## src/rtl/pipe_ctrl.sv

```systemverilog
// Pipeline sequencing controller: qualifies HDU stall/flush requests against the
// EX valid bit and derives per-stage write enables, valid bits and perf counters.
module pipe_ctrl #(
  parameter int RESET_HOLD = 2,
  parameter int CNT_W      = 32
) (
  input  logic             CLK,
  input  logic             RST,
  input  logic             STALL,
  input  logic             FLUSH,
  input  logic             MEM_BUSY,
  output logic             PC_WE,
  output logic             IF_DE_WE,
  output logic             DE_EX_WE,
  output logic             EX_MEM_WE,
  output logic             MEM_WB_WE,
  output logic             DE_valid,
  output logic             EX_valid,
  output logic             MEM_valid,
  output logic             WB_valid,
  output logic [CNT_W-1:0] cyc_cnt,
  output logic [CNT_W-1:0] ret_cnt,
  output logic [CNT_W-1:0] stall_cnt,
  output logic [CNT_W-1:0] flush_cnt
);

  typedef enum logic {IDLE, RUN} state_t;

  state_t           state_q;
  logic [3:0]       hold_q;
  logic             de_v_q, ex_v_q, mem_v_q, wb_v_q;
  logic             de_v_d, ex_v_d, mem_v_d, wb_v_d;
  logic [CNT_W-1:0] cyc_q, ret_q, stl_q, fl_q;

  logic run, stall_ok, flush_ok;
  logic freeze, redirect, bubble, advance;

  // A request from a squashed bubble in EX must never stall or redirect.
  assign run      = (state_q == RUN);
  assign stall_ok = STALL & ex_v_q;
  assign flush_ok = FLUSH & ex_v_q;
  assign freeze   = run & MEM_BUSY;
  assign redirect = run & ~MEM_BUSY & flush_ok;
  assign bubble   = run & ~MEM_BUSY & ~flush_ok & stall_ok;
  assign advance  = run & ~MEM_BUSY & ~flush_ok & ~stall_ok;

  assign PC_WE     = redirect | advance;
  assign IF_DE_WE  = redirect | advance;
  assign DE_EX_WE  = redirect | bubble | advance;
  assign EX_MEM_WE = redirect | bubble | advance;
  assign MEM_WB_WE = redirect | bubble | advance;

  always_comb begin
    de_v_d  = de_v_q;
    ex_v_d  = ex_v_q;
    mem_v_d = mem_v_q;
    wb_v_d  = wb_v_q;
    if (redirect) begin
      de_v_d  = 1'b0;
      ex_v_d  = 1'b0;
      mem_v_d = ex_v_q;
      wb_v_d  = mem_v_q;
    end else if (bubble) begin
      ex_v_d  = 1'b0;
      mem_v_d = ex_v_q;
      wb_v_d  = mem_v_q;
    end else if (advance) begin
      de_v_d  = 1'b1;
      ex_v_d  = de_v_q;
      mem_v_d = ex_v_q;
      wb_v_d  = mem_v_q;
    end
  end

  always_ff @(posedge CLK) begin
    if (RST) begin
      state_q <= IDLE;
      hold_q  <= 4'(RESET_HOLD - 1);
      de_v_q  <= 1'b0;
      ex_v_q  <= 1'b0;
      mem_v_q <= 1'b0;
      wb_v_q  <= 1'b0;
      cyc_q   <= '0;
      ret_q   <= '0;
      stl_q   <= '0;
      fl_q    <= '0;
    end else begin
      case (state_q)
        IDLE: begin
          if (hold_q == 4'd0) state_q <= RUN;
          else                hold_q  <= hold_q - 4'd1;
        end
        RUN: begin
          de_v_q  <= de_v_d;
          ex_v_q  <= ex_v_d;
          mem_v_q <= mem_v_d;
          wb_v_q  <= wb_v_d;
          cyc_q   <= cyc_q + CNT_W'(1);
          if (wb_v_q && !MEM_BUSY) ret_q <= ret_q + CNT_W'(1);
          if (bubble || freeze)    stl_q <= stl_q + CNT_W'(1);
          if (redirect)            fl_q  <= fl_q + CNT_W'(1);
        end
        default: state_q <= IDLE;
      endcase
    end
  end

  assign DE_valid  = de_v_q;
  assign EX_valid  = ex_v_q;
  assign MEM_valid = mem_v_q;
  assign WB_valid  = wb_v_q;
  assign cyc_cnt   = cyc_q;
  assign ret_cnt   = ret_q;
  assign stall_cnt = stl_q;
  assign flush_cnt = fl_q;

endmodule

```

## config.mk

```make
export PLATFORM = sky130hd
export DESIGN_NAME = pipe_ctrl
export DESIGN_NICKNAME = d
export VERILOG_FILES = /design/src/rtl/pipe_ctrl.sv
export SDC_FILE = /design/constraint.sdc
export NUM_CORES = 1
export LEC_CHECK = 0
export ABC_CLOCK_PERIOD_IN_PS = 2400
export CAP_MARGIN = 20
export CORE_MARGIN = 4
export CORE_UTILIZATION = 51
export CTS_CLUSTER_DIAMETER = 80
export DETAILED_ROUTE_END_ITERATION = 8
export PLACE_DENSITY_LB_ADDON = 0.12
export SLEW_MARGIN = 10
export SYNTH_ARGS = -nofsm -noshare
export SYNTH_HDL_FRONTEND = slang
export SYNTH_SLANG_ARGS = --single-unit
```

## constraint.sdc

```tcl
create_clock -name CLK -period 2.4 [get_ports CLK]
set_clock_uncertainty 0.1 [all_clocks]
set_input_delay 0.48 -clock CLK [delete_from_list [all_inputs] [get_ports CLK]]
set_output_delay 0.48 -clock CLK [all_outputs]
set_load 0.01 [all_outputs]
```

==> flow_summary.json <==
{
  "outcome": "completed",
  "min_period_over_period_pct": 92.1,
  "cts_max_path_buffers": 2,
  "clkLatencyLatePin_ps": 420,
  "routed-wl-met3_um": 836,
  "rsz0062_at_grt": "no",
  "cts_made_buffers": 17,
  "syn_nets": 784,
  "ys_ff_latch": 137,
  "clk_pin_slew_worst_paths_ps": 50,
  "layout_commonest_cell": "clkdlybuf4s50_1",
  "setup_viol": 0,
  "nFillCells": 1015,
  "synthArstFlopShare_pct": 0,
  "netlist_instances": 773,
  "antenna-diode-count": 0,
  "crit_path_start_kind": "register",
  "p_leak_nw": 2.82,
  "final_cell_mix": "clkdlybuf4s50_1, dfxtp_1, a21oi_1, or4_1, o31ai_1",
  "track_usage_pct": 22.8,
  "grt_first_pass_wirelength_um": 28000,
  "critPathSlowestCell": "or4_4",
  "synth_flop_cell": "dfxtp_1",
  "final_core_util_pct": 70.3,
  "worst_slew_margin_rel_pct": 62.8,
  "synth.distinct_cells": 39,
  "crit_fanout": 9,
  "core_area_um2": 12600,
  "p_int_w": 0.00404,
  "grt_max_degree": 51,
  "vias_per_cell": 5.94,
  "hold_violations": 0,
  "comb_power_share_pct": 6.6,
  "synth_warnings": 0,
  "vias": 6542,
  "grt_overflow_total": 0,
  "fp.dieH_um": 121,
  "required_ps": 2600,
  "netlist_area_um2": 6530,
  "top_layer": "met4",
  "power_density_nw_per_um2": 591,
  "layout.nets": 927,
  "cts_tree": "done",
  "slew_viol_final": 0,
  "p_total_w": 0.00522,
  "finalNonFillerCells": 1101,
  "seqPwrFrac_pct": 45.7,
  "place_hpwl_um": 11800,
  "drt_first_iter_violations": 421,
  "worstMarginPinSlew_ps": 557,
  "timing.final.crit_period_ps": 2210,
  "maxCapViolCount": 0,
  "wl_um": 17000,
  "cts_root_buffer": "clkbuf_16",
  "critical_path_class": "register to register",
  "drive_gt1_share_pct": 8.61,
  "swShare_pct": 22.7,
  "h-tree-depth": 4,
  "antenna_found_initial": 0,
  "holdBufCountCts": 0,
  "die_w_um": 121,
  "wl_met1_um": 7510,
  "endpoint_kind": "register",
  "clkPwrFrac_pct": 47.7,
  "wl_met2_um": 8460,
  "remaining_drc_errors": 0,
  "cp_data_arrival_time_ps": 2410,
  "hold_path_class": "register to register",
  "boundaryPins": 142,
  "dr.pass1.iters": 4,
  "yosysSeqAreaShare_pct": 42.0,
  "start_util_pct": 52.0,
  "dieArea_um2": 14700,
  "placed_cells": 1069,
  "wl_per_cell_um": 15.4,
  "p_sw_w": 0.00119,
  "cp_slowest_stage_delay_ps": 650,
  "place_congestion": 0.826,
  "syn_to_final_growth_pct": 35.2,
  "grt_pass1_vias": 6056,
  "syn_area_per_cell_um2": 8.45,
  "finalSetupTns_ps": 0,
  "rows": 41,
  "path_cells": "nand4_1 > or4_4 > nor4_1 > mux2_2",
  "ir_drop_mv": 0.501,
  "io_buffers": 141,
  "ant_nets": 0,
  "multi_input_area_um2": 3520,
  "regArea_um2": 2740,
  "max_freq_mhz": 452,
  "synth_edf_count": 0,
  "cts_sinks": 137
}
-- registers in the layout (all words and copies together) (netlist names) --
signal and cells:
cyc_cnt 32, flush_cnt 32, ret_cnt 32, stall_cnt 32, hold_q 4, DE_valid 1
EX_valid 1, MEM_valid 1, WB_valid 1, run 1
-- power groups by stage --
stage	Combinational (W)	Sequential, W	Clock (W)
after floorplan	0.000215	0.00242	0
after global placement	0.000330	0.00243	0
after detailed placement	0.000347	0.00243	0
after CTS	0.000348	0.00238	0.00252
after global routing	0.000374	0.00239	0.00264
final	0.000344	0.00239	0.00249
-- cell type report --
type	instances	share of cell area, %
Multi-Input combinational cell	565	39.9
Timing Repair Buffer	177	19.4
Clock inverter	7	0.737
Clock buffer	25	5.72
Tap cell	172	2.44
Inverter	18	0.765
Sequential cell	137	31.1
-- final timing paths --
check / startpoint / endpoint / slack, ps / depth (start not counted)
setup / recovery: cyc_cnt[18] / cyc_cnt[31] / 190 / 4
hold / removal: stall_cnt[31] / stall_cnt[31] / 390 / 2
setup reg to reg: cyc_cnt[18] / cyc_cnt[31] / 190 / 4
hold reg to reg: stall_cnt[31] / stall_cnt[31] / 390 / 2
-- Yosys cell counts, types with 2 or more instances --
cell | number | area, µm²
mux2i_1 | 3 | 30.0
or3_1 | 29 | 181
nand3_1 | 38 | 190
nor3_1 | 5 | 25.0
o2111ai_1 | 3 | 26.3
dfxtp_1 | 137 | 2740
ha_1 | 6 | 75.1
a211oi_1 | 2 | 15.0
and4_1 | 20 | 175
nor2b_1 | 4 | 25.0
xor2_1 | 22 | 193
nand4_1 | 37 | 231
nand2b_1 | 2 | 12.5
buf_1 | 3 | 11.3
and2_1 | 12 | 75.1
and3_1 | 8 | 50.1
a21oi_1 | 94 | 470
o21ai_0 | 31 | 155
clkbuf_1 | 43 | 161
nand2_1 | 47 | 176
mux2_2 | 5 | 56.3
buf_2 | 3 | 15.0
xnor2_1 | 11 | 96.3
o211ai_1 | 3 | 22.5
inv_1 | 17 | 63.8
o31ai_1 | 60 | 450
nor4_1 | 7 | 43.8
or4_1 | 62 | 465
buf_4 | 3 | 22.5
nor2_1 | 47 | 176
-- worst max-delay path: cells and delay by family (launching register included) --
family	cells	cell delay, ps
simple gates	3	1200
flops	1	420
mux	1	370
-- timing repair --
| item | in CTS | in global routing |
|---|---|---|
| gates cloned | 0 | 0 |
| setup buffers | 0 | 0 |
| endpoints found under the hold margin | 0 | 0 |
| setup endpoints to repair | 5 | 4 |
| resized for setup | 6 | 2 |
-- metrics by stage --
| stage | area (µm²) | worst slack [ps] | hold slack, ps |
|---|---|---|---|
| 2_1_floorplan | 6530 | 188 | 371 |
| 3_3_place_gp | 8240 | -214 | 367 |
| 3_5_place_dp | 8240 | -263 | 387 |
| 4_1_cts | 8830 | 29.9 | 395 |
| 5_1_grt | 8830 | 52.0 | 421 |
| 6_report | 8830 | 189 | 391 |
-- logic make-up after synthesis --
family	Yosys count	synth area share, %
DFF	137	42.0
and+or+nand+nor	325	29.2
adders and majority gates	6	1.15
xor gates and xnor gates	33	4.42
muxes	8	1.32
buffers and inverters	71	4.42
AOI/OAI and AO/OA	193	17.4
-- routing by layer --
metal | global-route usage, % | vias to the layer above
li1 | - | 3213
met4 | 6.65 | 0
met2 | 39.3 | 152
met1 | 28.2 | 3161
met3 | 5.87 | 16
met5 | 0 | -
Power figures use the tool's default switching activity.
